## config.mk

```make
export PLATFORM = sky130hd
export DESIGN_NAME = conv_window_buf
export DESIGN_NICKNAME = d
export VERILOG_FILES = /design/src/rtl/conv_buf_pkg.sv /design/src/rtl/conv_line_ram.sv /design/src/rtl/conv_window_buf.sv
export SDC_FILE = /design/constraint.sdc
export NUM_CORES = 2
export LEC_CHECK = 0
export ABC_AREA = 0
export CAP_MARGIN = 20
export CORE_MARGIN = 3
export CORE_UTILIZATION = 55
export CTS_BUF_LIST = sky130_fd_sc_hd__clkbuf_2
export CTS_CLUSTER_DIAMETER = 100
export CTS_CLUSTER_SIZE = 8
export DETAILED_ROUTE_END_ITERATION = 8
export PLACE_DENSITY_LB_ADDON = 0.15
export SYNTH_ARGS = -nofsm -noshare
export SYNTH_HDL_FRONTEND = slang
export SYNTH_SLANG_ARGS = --single-unit
```

## constraint.sdc

```tcl
create_clock -name sclk -period 2.9 [get_ports sclk]
set_input_delay 0.435 -clock sclk [delete_from_list [all_inputs] [get_ports sclk]]
set_output_delay 0.435 -clock sclk [all_outputs]
set_load 0.005 [all_outputs]
```

## src/rtl/conv_buf_pkg.sv

```systemverilog
// -----------------------------------------------------------------------------
// conv_buf_pkg
// Shared definitions for the ping-pong convolution window buffer:
//   - default frame geometry (28x28 frames, 1-bit pixels, 5-row window)
//   - address-width helper and the derived default address widths
//   - bank-state encoding used by the per-bank FSM (EMPTY/FILL/FULL/READ)
// No ports (package).
// -----------------------------------------------------------------------------
package conv_buf_pkg;

   localparam int DEF_IMG_W = 28;
   localparam int DEF_IMG_H = 28;
   localparam int DEF_PIX_W = 1;
   localparam int DEF_K     = 5;

   // Address width for an n-entry range; never narrower than one bit.
   function automatic int addr_w(input int n);
      return (n > 1) ? $clog2(n) : 1;
   endfunction

   localparam int DEF_COL_W = addr_w(DEF_IMG_W);
   localparam int DEF_ROW_W = addr_w(DEF_IMG_H);

   // Bank-state encoding for the per-bank FSM.
   typedef logic [1:0] bank_state_t;
   localparam bank_state_t BANK_EMPTY = 2'd0;
   localparam bank_state_t BANK_FILL  = 2'd1;
   localparam bank_state_t BANK_FULL  = 2'd2;
   localparam bank_state_t BANK_READ  = 2'd3;

endpackage

```

## src/rtl/conv_line_ram.sv

```systemverilog
// -----------------------------------------------------------------------------
// conv_line_ram
// Simple dual-port line memory, DEPTH x WIDTH, one write port and one read
// port with a registered read. The read register only updates when re_i is
// high, so rdata_o holds its last value between reads. Contents and the read
// register are not reset.
// Ports:
//   clk_i    in   clock
//   we_i     in   write enable
//   waddr_i  in   write address
//   wdata_i  in   write data
//   re_i     in   read enable
//   raddr_i  in   read address
//   rdata_o  out  registered read data
// -----------------------------------------------------------------------------
module conv_line_ram
   import conv_buf_pkg::*;
#(
   parameter int DEPTH = DEF_IMG_W,
   parameter int WIDTH = DEF_PIX_W,
   localparam int AW   = addr_w(DEPTH)
) (
   input  logic             clk_i,
   input  logic             we_i,
   input  logic [AW-1:0]    waddr_i,
   input  logic [WIDTH-1:0] wdata_i,
   input  logic             re_i,
   input  logic [AW-1:0]    raddr_i,
   output logic [WIDTH-1:0] rdata_o
);

   logic [WIDTH-1:0] mem_q [DEPTH];
   logic [WIDTH-1:0] rdata_q;

   always_ff @(posedge clk_i) begin
      if (we_i) begin
         mem_q[waddr_i] <= wdata_i;
      end
      if (re_i) begin
         rdata_q <= mem_q[raddr_i];
      end
   end

   assign rdata_o = rdata_q;

endmodule

```

## src/rtl/conv_window_buf.sv

```systemverilog
// -----------------------------------------------------------------------------
// conv_window_buf
// Ping-pong frame buffer between the downsampler and the convolution engine.
// Two banks each hold a whole IMG_W x IMG_H frame; one is filled while the
// other is read as K-row window columns. A cal_start pulse announces each
// complete frame; the conv engine hands the bank back with rd_done.
//
// Optional feature macro: CONV_WIN_ZERO_PAD_EN
//   defined   : rd_row is the window centre, rows outside the frame read as 0
//               (K must be odd), rd_row valid over 0..IMG_H-1
//   undefined : rd_row is the window top row, no padding logic
//
// Handshake semantics: pix_vld is a one-cycle write strobe accepted only when
// in_ready is high and the coordinates are in range; a strobe while in_ready
// is low is dropped and sets the sticky ovf flag. rd_en in cycle N yields
// col_vld/col_data in cycle N+1; col_data holds between reads. cal_start and
// rd_done are single-cycle pulses.
//
// Ports:
//   sclk           in   clock, rising edge
//   s_rst_n        in   asynchronous active-low reset
//   pix_data       in   pixel to store
//   pix_vld        in   pixel write strobe
//   pix_col        in   pixel column
//   pix_row        in   pixel row
//   in_ready       out  write bank is EMPTY or FILL
//   rd_col         in   window column read address
//   rd_row         in   window top row (centre row with padding)
//   rd_en          in   window read request
//   col_data       out  window column, slice i = row (top+i)
//   col_vld        out  col_data valid
//   cal_start      out  one-cycle pulse, a frame is ready for reading
//   rd_done        in   one-cycle pulse, release read bank
//   rd_bank        out  bank currently being read
//   ovf            out  sticky, a pixel was dropped
//   bank_state_dbg out  {bank1 state, bank0 state} for observation
// -----------------------------------------------------------------------------
module conv_window_buf
   import conv_buf_pkg::*;
#(
   parameter int IMG_W = DEF_IMG_W,
   parameter int IMG_H = DEF_IMG_H,
   parameter int PIX_W = DEF_PIX_W,
   parameter int K     = DEF_K,
   localparam int COL_W = addr_w(IMG_W),
   localparam int ROW_W = addr_w(IMG_H)
) (
   input  logic               sclk,
   input  logic               s_rst_n,
   input  logic [PIX_W-1:0]   pix_data,
   input  logic               pix_vld,
   input  logic [COL_W-1:0]   pix_col,
   input  logic [ROW_W-1:0]   pix_row,
   output logic               in_ready,
   input  logic [COL_W-1:0]   rd_col,
   input  logic [ROW_W-1:0]   rd_row,
   input  logic               rd_en,
   output logic [K*PIX_W-1:0] col_data,
   output logic               col_vld,
   output logic               cal_start,
   input  logic               rd_done,
   output logic               rd_bank,
   output logic               ovf,
   output logic [3:0]         bank_state_dbg
);

   localparam logic [COL_W-1:0] LAST_COL = COL_W'(IMG_W - 1);
   localparam logic [ROW_W-1:0] LAST_ROW = ROW_W'(IMG_H - 1);
`ifndef CONV_WIN_ZERO_PAD_EN
   localparam logic [ROW_W-1:0] LAST_TOP = ROW_W'(IMG_H - K);
`endif

   // ---------------------------------------------------------------------
   // Bank control
   // ---------------------------------------------------------------------
   bank_state_t st_q [2];
   bank_state_t st_d [2];
   logic        wr_bank_q, wr_bank_d;
   logic        rd_bank_q, rd_bank_d;
   logic        nxt_rd_q, nxt_rd_d;   // bank holding the oldest unread frame
   logic        cal_start_q, cal_start_d;
   logic        ovf_q, ovf_d;

   logic wr_acc;
   logic wr_last;
   logic wr_drop;

   assign in_ready = (st_q[wr_bank_q] == BANK_EMPTY) || (st_q[wr_bank_q] == BANK_FILL);
   assign wr_acc   = pix_vld && in_ready && (pix_col <= LAST_COL) && (pix_row <= LAST_ROW);
   assign wr_last  = wr_acc && (pix_col == LAST_COL) && (pix_row == LAST_ROW);
   assign wr_drop  = pix_vld && !in_ready;

   always_comb begin
      st_d        = st_q;
      wr_bank_d   = wr_bank_q;
      rd_bank_d   = rd_bank_q;
      nxt_rd_d    = nxt_rd_q;
      cal_start_d = 1'b0;
      ovf_d       = ovf_q || wr_drop;

      if (wr_acc) begin
         if (wr_last) begin
            st_d[wr_bank_q] = BANK_FULL;
            wr_bank_d       = ~wr_bank_q;
         end else if (st_q[wr_bank_q] == BANK_EMPTY) begin
            st_d[wr_bank_q] = BANK_FILL;
         end
      end

      if (rd_done && (st_q[rd_bank_q] == BANK_READ)) begin
         st_d[rd_bank_q] = BANK_EMPTY;
      end

      // Hand the oldest full frame to the reader as soon as no bank is being
      // read. Evaluated on the post-update states so a frame completing (or a
      // release) this cycle is announced on the very next cycle; FULL is only
      // held across cycles while the other bank is still being read.
      if ((st_d[0] != BANK_READ) && (st_d[1] != BANK_READ) &&
          (st_d[nxt_rd_q] == BANK_FULL)) begin
         st_d[nxt_rd_q] = BANK_READ;
         rd_bank_d      = nxt_rd_q;
         nxt_rd_d       = ~nxt_rd_q;
         cal_start_d    = 1'b1;
      end
   end

   always_ff @(posedge sclk or negedge s_rst_n) begin
      if (!s_rst_n) begin
         st_q[0]     <= BANK_EMPTY;
         st_q[1]     <= BANK_EMPTY;
         wr_bank_q   <= 1'b0;
         rd_bank_q   <= 1'b0;
         nxt_rd_q    <= 1'b0;
         cal_start_q <= 1'b0;
         ovf_q       <= 1'b0;
      end else begin
         st_q[0]     <= st_d[0];
         st_q[1]     <= st_d[1];
         wr_bank_q   <= wr_bank_d;
         rd_bank_q   <= rd_bank_d;
         nxt_rd_q    <= nxt_rd_d;
         cal_start_q <= cal_start_d;
         ovf_q       <= ovf_d;
      end
   end

   assign cal_start      = cal_start_q;
   assign rd_bank        = rd_bank_q;
   assign ovf            = ovf_q;
   assign bank_state_dbg = {st_q[1], st_q[0]};

   // ---------------------------------------------------------------------
   // Line memories: one per (bank, row), all read at rd_col on rd_en
   // ---------------------------------------------------------------------
   logic [PIX_W-1:0] ram_rdata [2][IMG_H];

   for (genvar b = 0; b < 2; b++) begin : g_bank
      for (genvar r = 0; r < IMG_H; r++) begin : g_row
         conv_line_ram #(
            .DEPTH (IMG_W),
            .WIDTH (PIX_W)
         ) u_line (
            .clk_i   (sclk),
            .we_i    (wr_acc && (wr_bank_q == 1'(b)) && (pix_row == ROW_W'(r))),
            .waddr_i (pix_col),
            .wdata_i (pix_data),
            .re_i    (rd_en),
            .raddr_i (rd_col),
            .rdata_o (ram_rdata[b][r])
         );
      end
   end

   // ---------------------------------------------------------------------
   // Window read path: selectors captured alongside the RAM read so the
   // output mux and the RAM registers stay aligned and hold together.
   // ---------------------------------------------------------------------
   logic             col_vld_q;
   logic             rd_zero_q, rd_zero_d;
   logic             rd_sel_q;
   logic [ROW_W-1:0] rd_row_q;

   always_comb begin
      rd_zero_d = (st_q[rd_bank_q] != BANK_READ) || (rd_col > LAST_COL);
`ifdef CONV_WIN_ZERO_PAD_EN
      if (rd_row > LAST_ROW) rd_zero_d = 1'b1;
`else
      if (rd_row > LAST_TOP) rd_zero_d = 1'b1;
`endif
   end

   always_ff @(posedge sclk or negedge s_rst_n) begin
      if (!s_rst_n) begin
         col_vld_q <= 1'b0;
         rd_zero_q <= 1'b1;   // forces col_data to zero out of reset
         rd_sel_q  <= 1'b0;
         rd_row_q  <= '0;
      end else begin
         col_vld_q <= rd_en;
         if (rd_en) begin
            rd_zero_q <= rd_zero_d;
            rd_sel_q  <= rd_bank_q;
            rd_row_q  <= rd_row;
         end
      end
   end

   logic [ROW_W-1:0] row_idx;
`ifdef CONV_WIN_ZERO_PAD_EN
   logic signed [ROW_W+1:0] row_s;
`endif

   always_comb begin
      col_data = '0;
      row_idx  = '0;
`ifdef CONV_WIN_ZERO_PAD_EN
      row_s    = '0;
`endif
      if (!rd_zero_q) begin
         for (int i = 0; i < K; i++) begin
`ifdef CONV_WIN_ZERO_PAD_EN
            // Centre-aligned: rows above the top or below the bottom read 0.
            row_s = $signed({2'b00, rd_row_q}) + $signed((ROW_W+2)'(i))
                    - $signed((ROW_W+2)'(K / 2));
            if (!row_s[ROW_W+1] && (row_s <= $signed({2'b00, LAST_ROW}))) begin
               row_idx = row_s[ROW_W-1:0];
               col_data[i*PIX_W +: PIX_W] = ram_rdata[rd_sel_q][row_idx];
            end
`else
            row_idx = rd_row_q + ROW_W'(i);
            col_data[i*PIX_W +: PIX_W] = ram_rdata[rd_sel_q][row_idx];
`endif
         end
      end
   end

   assign col_vld = col_vld_q;

endmodule

```

[After elaboration in Yosys (flattened, before gate mapping)]
Memory sizes are Yosys's and may differ from the RTL's. A register that Yosys moved wholly into a read port is not among the register bits.
Cells that the tools add are included.
Storage, ports and cells
  logic and storage cells: 371
  memories: 56
  output and inout bits: 14
  input bits: 26
  bits in writable memories: 1568
  register bits: 17
Cells by class
  add/subtract/negate cells: 4
  reduce and logical (&&, ||, !) cells: 77
  magnitude comparators: 16
  eq/ne operators: 34
  bitwise gates (word level): 20
  multiplexer cells: 153
Memory list
  g_bank[0].g_row[0].u_line.mem_q: depth 28, bits a word 1, rd ports 1, clocked after Yosys merged registers in 1, wr ports 1, line conv_line_ram.sv:32  | logic [WIDTH-1:0] mem_q [DEPTH];
  g_bank[0].g_row[10].u_line.mem_q: depth 28, bits a word 1, rd ports 1, clocked after Yosys merged registers in 1, wr ports 1, line conv_line_ram.sv:32
  g_bank[0].g_row[11].u_line.mem_q: depth 28, bits a word 1, rd ports 1, clocked after Yosys merged registers in 1, wr ports 1, line conv_line_ram.sv:32
  g_bank[0].g_row[12].u_line.mem_q: depth 28, bits a word 1, rd ports 1, clocked after Yosys merged registers in 1, wr ports 1, line conv_line_ram.sv:32
  g_bank[0].g_row[13].u_line.mem_q: depth 28, bits a word 1, rd ports 1, clocked after Yosys merged registers in 1, wr ports 1, line conv_line_ram.sv:32
  g_bank[0].g_row[14].u_line.mem_q: depth 28, bits a word 1, rd ports 1, clocked after Yosys merged registers in 1, wr ports 1, line conv_line_ram.sv:32
  +50 memories
Operator list (count)
  1-bit 2-to-1 mux: 124
  28-bit 2-to-1 mux: 3
  1-bit logical AND: 70
  5-bit equality test, second input constant: 13
  5-bit by 4-bit equality test with 1-bit output, second input constant: 8
  6-bit >= comparator, second input constant: 5
  5-bit inverter with 6-bit output: 5
  1-bit binary-select mux with 5-bit select: 5
  2-bit 2-to-1 mux: 12
  5-bit by 3-bit equality test with 1-bit output, second input constant: 4
  4-bit 2-to-1 mux: 5
  5-bit by 2-bit adder with 5-bit output, second input constant: 2
  5-bit by 2-bit equality test with 1-bit output, second input constant: 2
  5-bit greater-than comparator, second input constant: 2
  5-bit less-or-equal comparator, second input constant: 2
  2-bit >= comparator, second input constant: 4
  1-bit inverter with 2-bit output: 4
  2-bit demux with 1-bit select: 3
  2-bit by 1-bit less-than comparator with 1-bit output, second input constant: 3
  2-bit inequality test, second input constant: 3
  5-bit by 1-bit adder with 5-bit output, second input constant: 1
  5-bit by 3-bit adder with 5-bit output, second input constant: 1
  5-bit by 1-bit equality test with 1-bit output, second input constant: 1
  5-bit logical NOT: 1
  other kinds (14): 21

[Depth between registers and ports, before layout]
  word-level depth: 21
  gate-level depth with buffers: 10
  depth with buffers taken out: 7

[Hierarchy]
A second synthesis with hierarchy kept.
Unflattened totals
  cell total of the unflattened synthesis: 5764
  area total of the unflattened synthesis: 78001.1 µm²
Modules (own cells, without submodules)
  conv_line_ram (g_bank[0].g_row[10].u_line ...): area each 1338.8 µm², cells each 97, times used 55, sequential area each 870.8 µm²
  conv_window_buf: area each 3050.4 µm², cells each 341, times used 1, sequential area each 426.7 µm²
  conv_line_ram (g_bank[0].g_row[0].u_line): area each 1317.5 µm², cells each 88, times used 1, sequential area each 870.8 µm²

[Worst setup path before layout]
Ideal clock, no wire load.
  path kind: reg-to-output
  start point: register rd_row_q[1]
  end point: output col_data[3]
  buffers on the path: 3
  setup slack: -386 ps
  data arrival time: 2851 ps
  required time: 2465 ps
  stages on the path, launching flop included: 11
  path through: dfrtp_1 clkbuf_1 inv_1 clkbuf_1 ha_1 buf_1 mux4_2 nor2_1 nor4_1 o21ai_0 a2111oi_0
Between the ends
  longest elaborated chain between the ends: 6
Ends and longest elaborated chain
  start, declared: line conv_window_buf.sv:181  | logic [ROW_W-1:0] rd_row_q;
  start signal, assigned: line conv_window_buf.sv:203  | rd_row_q <= rd_row;
  5-bit by 2-bit adder with 5-bit output: line conv_window_buf.sv:230  | row_idx = rd_row_q + ROW_W'(i);
  5-bit inverter with 6-bit output (implied by the code): line conv_window_buf.sv:231  | col_data[i*PIX_W +: PIX_W] = ram_rdata[rd_sel_q][row_idx];
  1-bit binary-select mux with 5-bit select: line conv_window_buf.sv:231
  1-bit 2-to-1 mux (implied by the code) (2 in series): line conv_window_buf.sv:231
  5-bit 2-to-1 mux: line conv_window_buf.sv:219  | if (!rd_zero_q) begin
  end, declared: line conv_window_buf.sv:58  | output logic [K*PIX_W-1:0] col_data,
No other way between the ends. The select of a mux whose other input is x is not followed.

[Worst setup path in the final report]
  start point: register rd_row_q[0]
  end point: output col_data[3]
Same word-level chain as after synthesis.

==> flow_summary.ini <==
[synthesis]
yosysUniqueCellTypes = 60
seq_area_frac_synth_pct = 69.1
synth_top_area_share_pct = 68.5
post_synth_inst_count = 4647
synth_top_cell_by_area = edfxtp_1
synth_edf_count = 1624
syn_area_per_cell_um2 = 15.3
async_flop_share_pct = 1.04
synth_warnings = 0
synth_ff_type = edfxtp_1
synth-seq-cells = 1641
ys_top_cells_by_area = edfxtp_1 68%, mux4_2 15%, nor2_1 8.4%, clkbuf_1 1.9%, mux2_2 1.1%
syn_nets = 4678
syn-cell-area_um2 = 71200

[grt]
grt_usage_pct = 28.7
overflow = 0
grt_pass1_wl_um = 281000
grt_max_degree = 154
grt_pass1_vias = 41661
antenna_found_initial = 11

[sta]
max_freq_mhz = 230
post-route-min-period_ns = 4.34
fin_worst_skew_ns = 0.0957
hold_viol = 0
maxSlewViolCount = 0
fin_ws_ns = -1.44
hold_slack_ns = 0.252
slew_headroom_pct = 22.4
period_share_pct = 150
rsz0062_at_grt = yes
worst_pin_slew_ns = 1.16
setup_violations = 6

[routing]
wire_per_inst_um = 28.3
avgViaCountPerCell = 6.27
m1WireLength_um = 76100
wl_um = 190000
vias = 41979
dr_wl_met3_um = 18300
drt_iter0_drc = 5535
firstDrtPassIters = 6
drc = 0
wl_met2_um = 90500
ant_nets = 0
top_layer = met5

[clocking]
clk_transition_reported_paths_ns = 0.24
cts_buffer_depth = 3
cts.htree.levels = 4
tritoncts = yes
clk-insertion-delay-late_ns = 1.72
numCtsBuffers = 223
cts_sinks = 1641
cts_root_buf = clkbuf_2

[setup_path]
crit_arrival_ns = 3.90
cp_slowest_stage_delay_ns = 0.45
r2r-start = g_bank[1].g_row[19].u_line.mem_q[8]
path_cells = buf_6 > buf_6 > mux4_2 > nor2_1 > nor4_2 > buf_4 > o21ai_2 > a2111oi_4 > buf_2
critPathMaxFanout = 6
reg2reg_depth = 6
rr_endpoint = g_bank[1].g_row[19].u_line.rdata_o
start_kind = flip-flop
critPathCaptureType = primary output
rrSetupSlack_ns = 0.13
worst-path-buf-inv = 4
cp_slowest_cell = dfrtp_2
critPathKind = reg2out
path_common_cell = buf_6
required_ns = 2.47
cp_top_family = buffers and inverters

[run_status]
violations = setup timing
status = complete, but fails checks

[power]
p_switching_mw = 9.59
intPower_mw = 30.0
leakagePower_nw = 24.5
powerDensity_nw_per_um2 = 499
p_sw_share_pct = 24.2
power_frac_seq_pct = 66.1
p_comb_share_pct = 8.9
irDropWorstVdd_mv = 0.412
power.share.clock_pct = 25.0

[min_path]
hold_class = in2async

[flow_run]
drv_cap = 0

[placed_design]
dpl.hpwl_um = 106000
port_buffers = 39
dpl-instance-area_um2 = 76900
gp_congestion = 0.868

[layout]
drive_gt1_share_pct = 26.2
design_area_um2 = 79400
area_delta_synth_final_pct = 11.4
final_cell_mix = 1624 x edfxtp_1, 1587 x nor2_1, 487 x mux4_2
final_common_cell = edfxtp_1
final_nets = 4957

[floorplan]
core_um2 = 128000
die_width_um = 366
die_y_um = 366
die_area_um2 = 134000
io_pins = 40
start_util_pct = 55.6
row_count = 131
## routing by layer
layer,global-route usage (%),vias to the layer above
met5,0,-
met3,5.69,314
met2,44.9,2012
met4,8.13,4
li1,-,17685
met1,41.7,21964
## flip-flops by register name, summed over array words and instances, names as in the netlist
register and cells:
rd_sel_q 1, col_vld 1, rd_zero_q 1, bank_state_dbg 4, g_bank.g_row.u_line.rdata_o 56, wr_bank_q 1
rd_bank 1, rd_row_q 5, cal_start 1, nxt_rd_q 1, g_bank.g_row.u_line.mem_q 1568, ovf 1
## worst max-delay path by stage
stage                 from     endpoint  slack [ns]  cells past startpoint
6_report       rd_row_q[0]  col_data[3]       -1.44                      9
3_5_place_dp   rd_row_q[1]  col_data[3]       -0.22                     10
2_1_floorplan  rd_row_q[1]  col_data[3]        0.03                     10
4_1_cts        rd_row_q[0]  col_data[3]       -1.65                      9
5_1_grt           rd_sel_q  col_data[2]       -1.69                      6
3_3_place_gp   rd_row_q[1]  col_data[3]       -0.26                     10
## worst register-to-register path, cell delays in order (launching register included)
cell and delay (ns):
edfxtp_1 0.39, mux4_2 0.47, mux2i_1 0.13, dlygate4sd3_1 0.56, o21ai_0 0.06, dlygate4sd3_1 0.55, mux2_2 0.34
## synth_stat cells, types with 10 or more instances
master	instances
mux2_2	68
nor3_1	21
a21oi_1	14
nand2_1	147
buf_1	26
mux4_2	477
edfxtp_1	1624
clkbuf_1	359
mux2i_1	72
buf_2	55
mux4_1	10
dfrtp_1	16
o21ai_0	61
nor2_1	1588
## repair_timing
action	in CTS	in global routing
resized for setup	113	13
endpoints found under the setup margin	14	10
buffers inserted	25	2
endpoints found under the hold margin	2999	0
pin swaps	15	3
gates cloned	2	0
hold buffers	63	0
## area by class of cell
cell class / instances / area (µm²)
well taps: 1729 / 2160
clock inverters: 14 / 116
repair buffers: 499 / 6050
flip-flops and latches: 1641 / 49200
diodes: 7 / 17.5
inverters: 4 / 15.0
multi-input cells: 2557 / 20600
clock buffers: 245 / 1230
fillers: 9533 / 48600
## cell families after synthesis
| group | synth area share [%] |
|---|---|
| xor gates and xnor gates | 0.0984 |
| and+or+nand+nor | 9.84 |
| AOI/OAI and AO/OA | 0.859 |
| muxes | 17.5 |
| buffers and inverters | 2.51 |
| DFF | 69.1 |
| adders and majority gates | 0.0878 |
## per-stage QoR
step	setup TNS [ns]	util (%)	setup slack (ns)	cells	power [mW]
finish	-7.15	62.0	-1.44	6696	39.6
floorplan	0	-	0.0322	4647	28.4
global placement	-0.740	60.1	-0.259	6342	30.0
CTS	-8.78	61.9	-1.65	6690	39.9
detailed placement	-0.701	60.1	-0.221	6342	30.1
global route	-8.74	62.0	-1.69	6692	41.0
## power groups by stage
| stage | Combinational [mW] | Clock [mW] | Sequential (mW) |
|---|---|---|---|
| after CTS | 3.50 | 10.2 | 26.2 |
| after global placement | 3.30 | 0 | 26.7 |
| after global routing | 3.70 | 11.1 | 26.2 |
| final | 3.52 | 9.91 | 26.2 |
| after floorplan | 1.70 | 0 | 26.7 |
| after detailed placement | 3.33 | 0 | 26.7 |
Note: power is estimated with default switching activity, not from simulation.
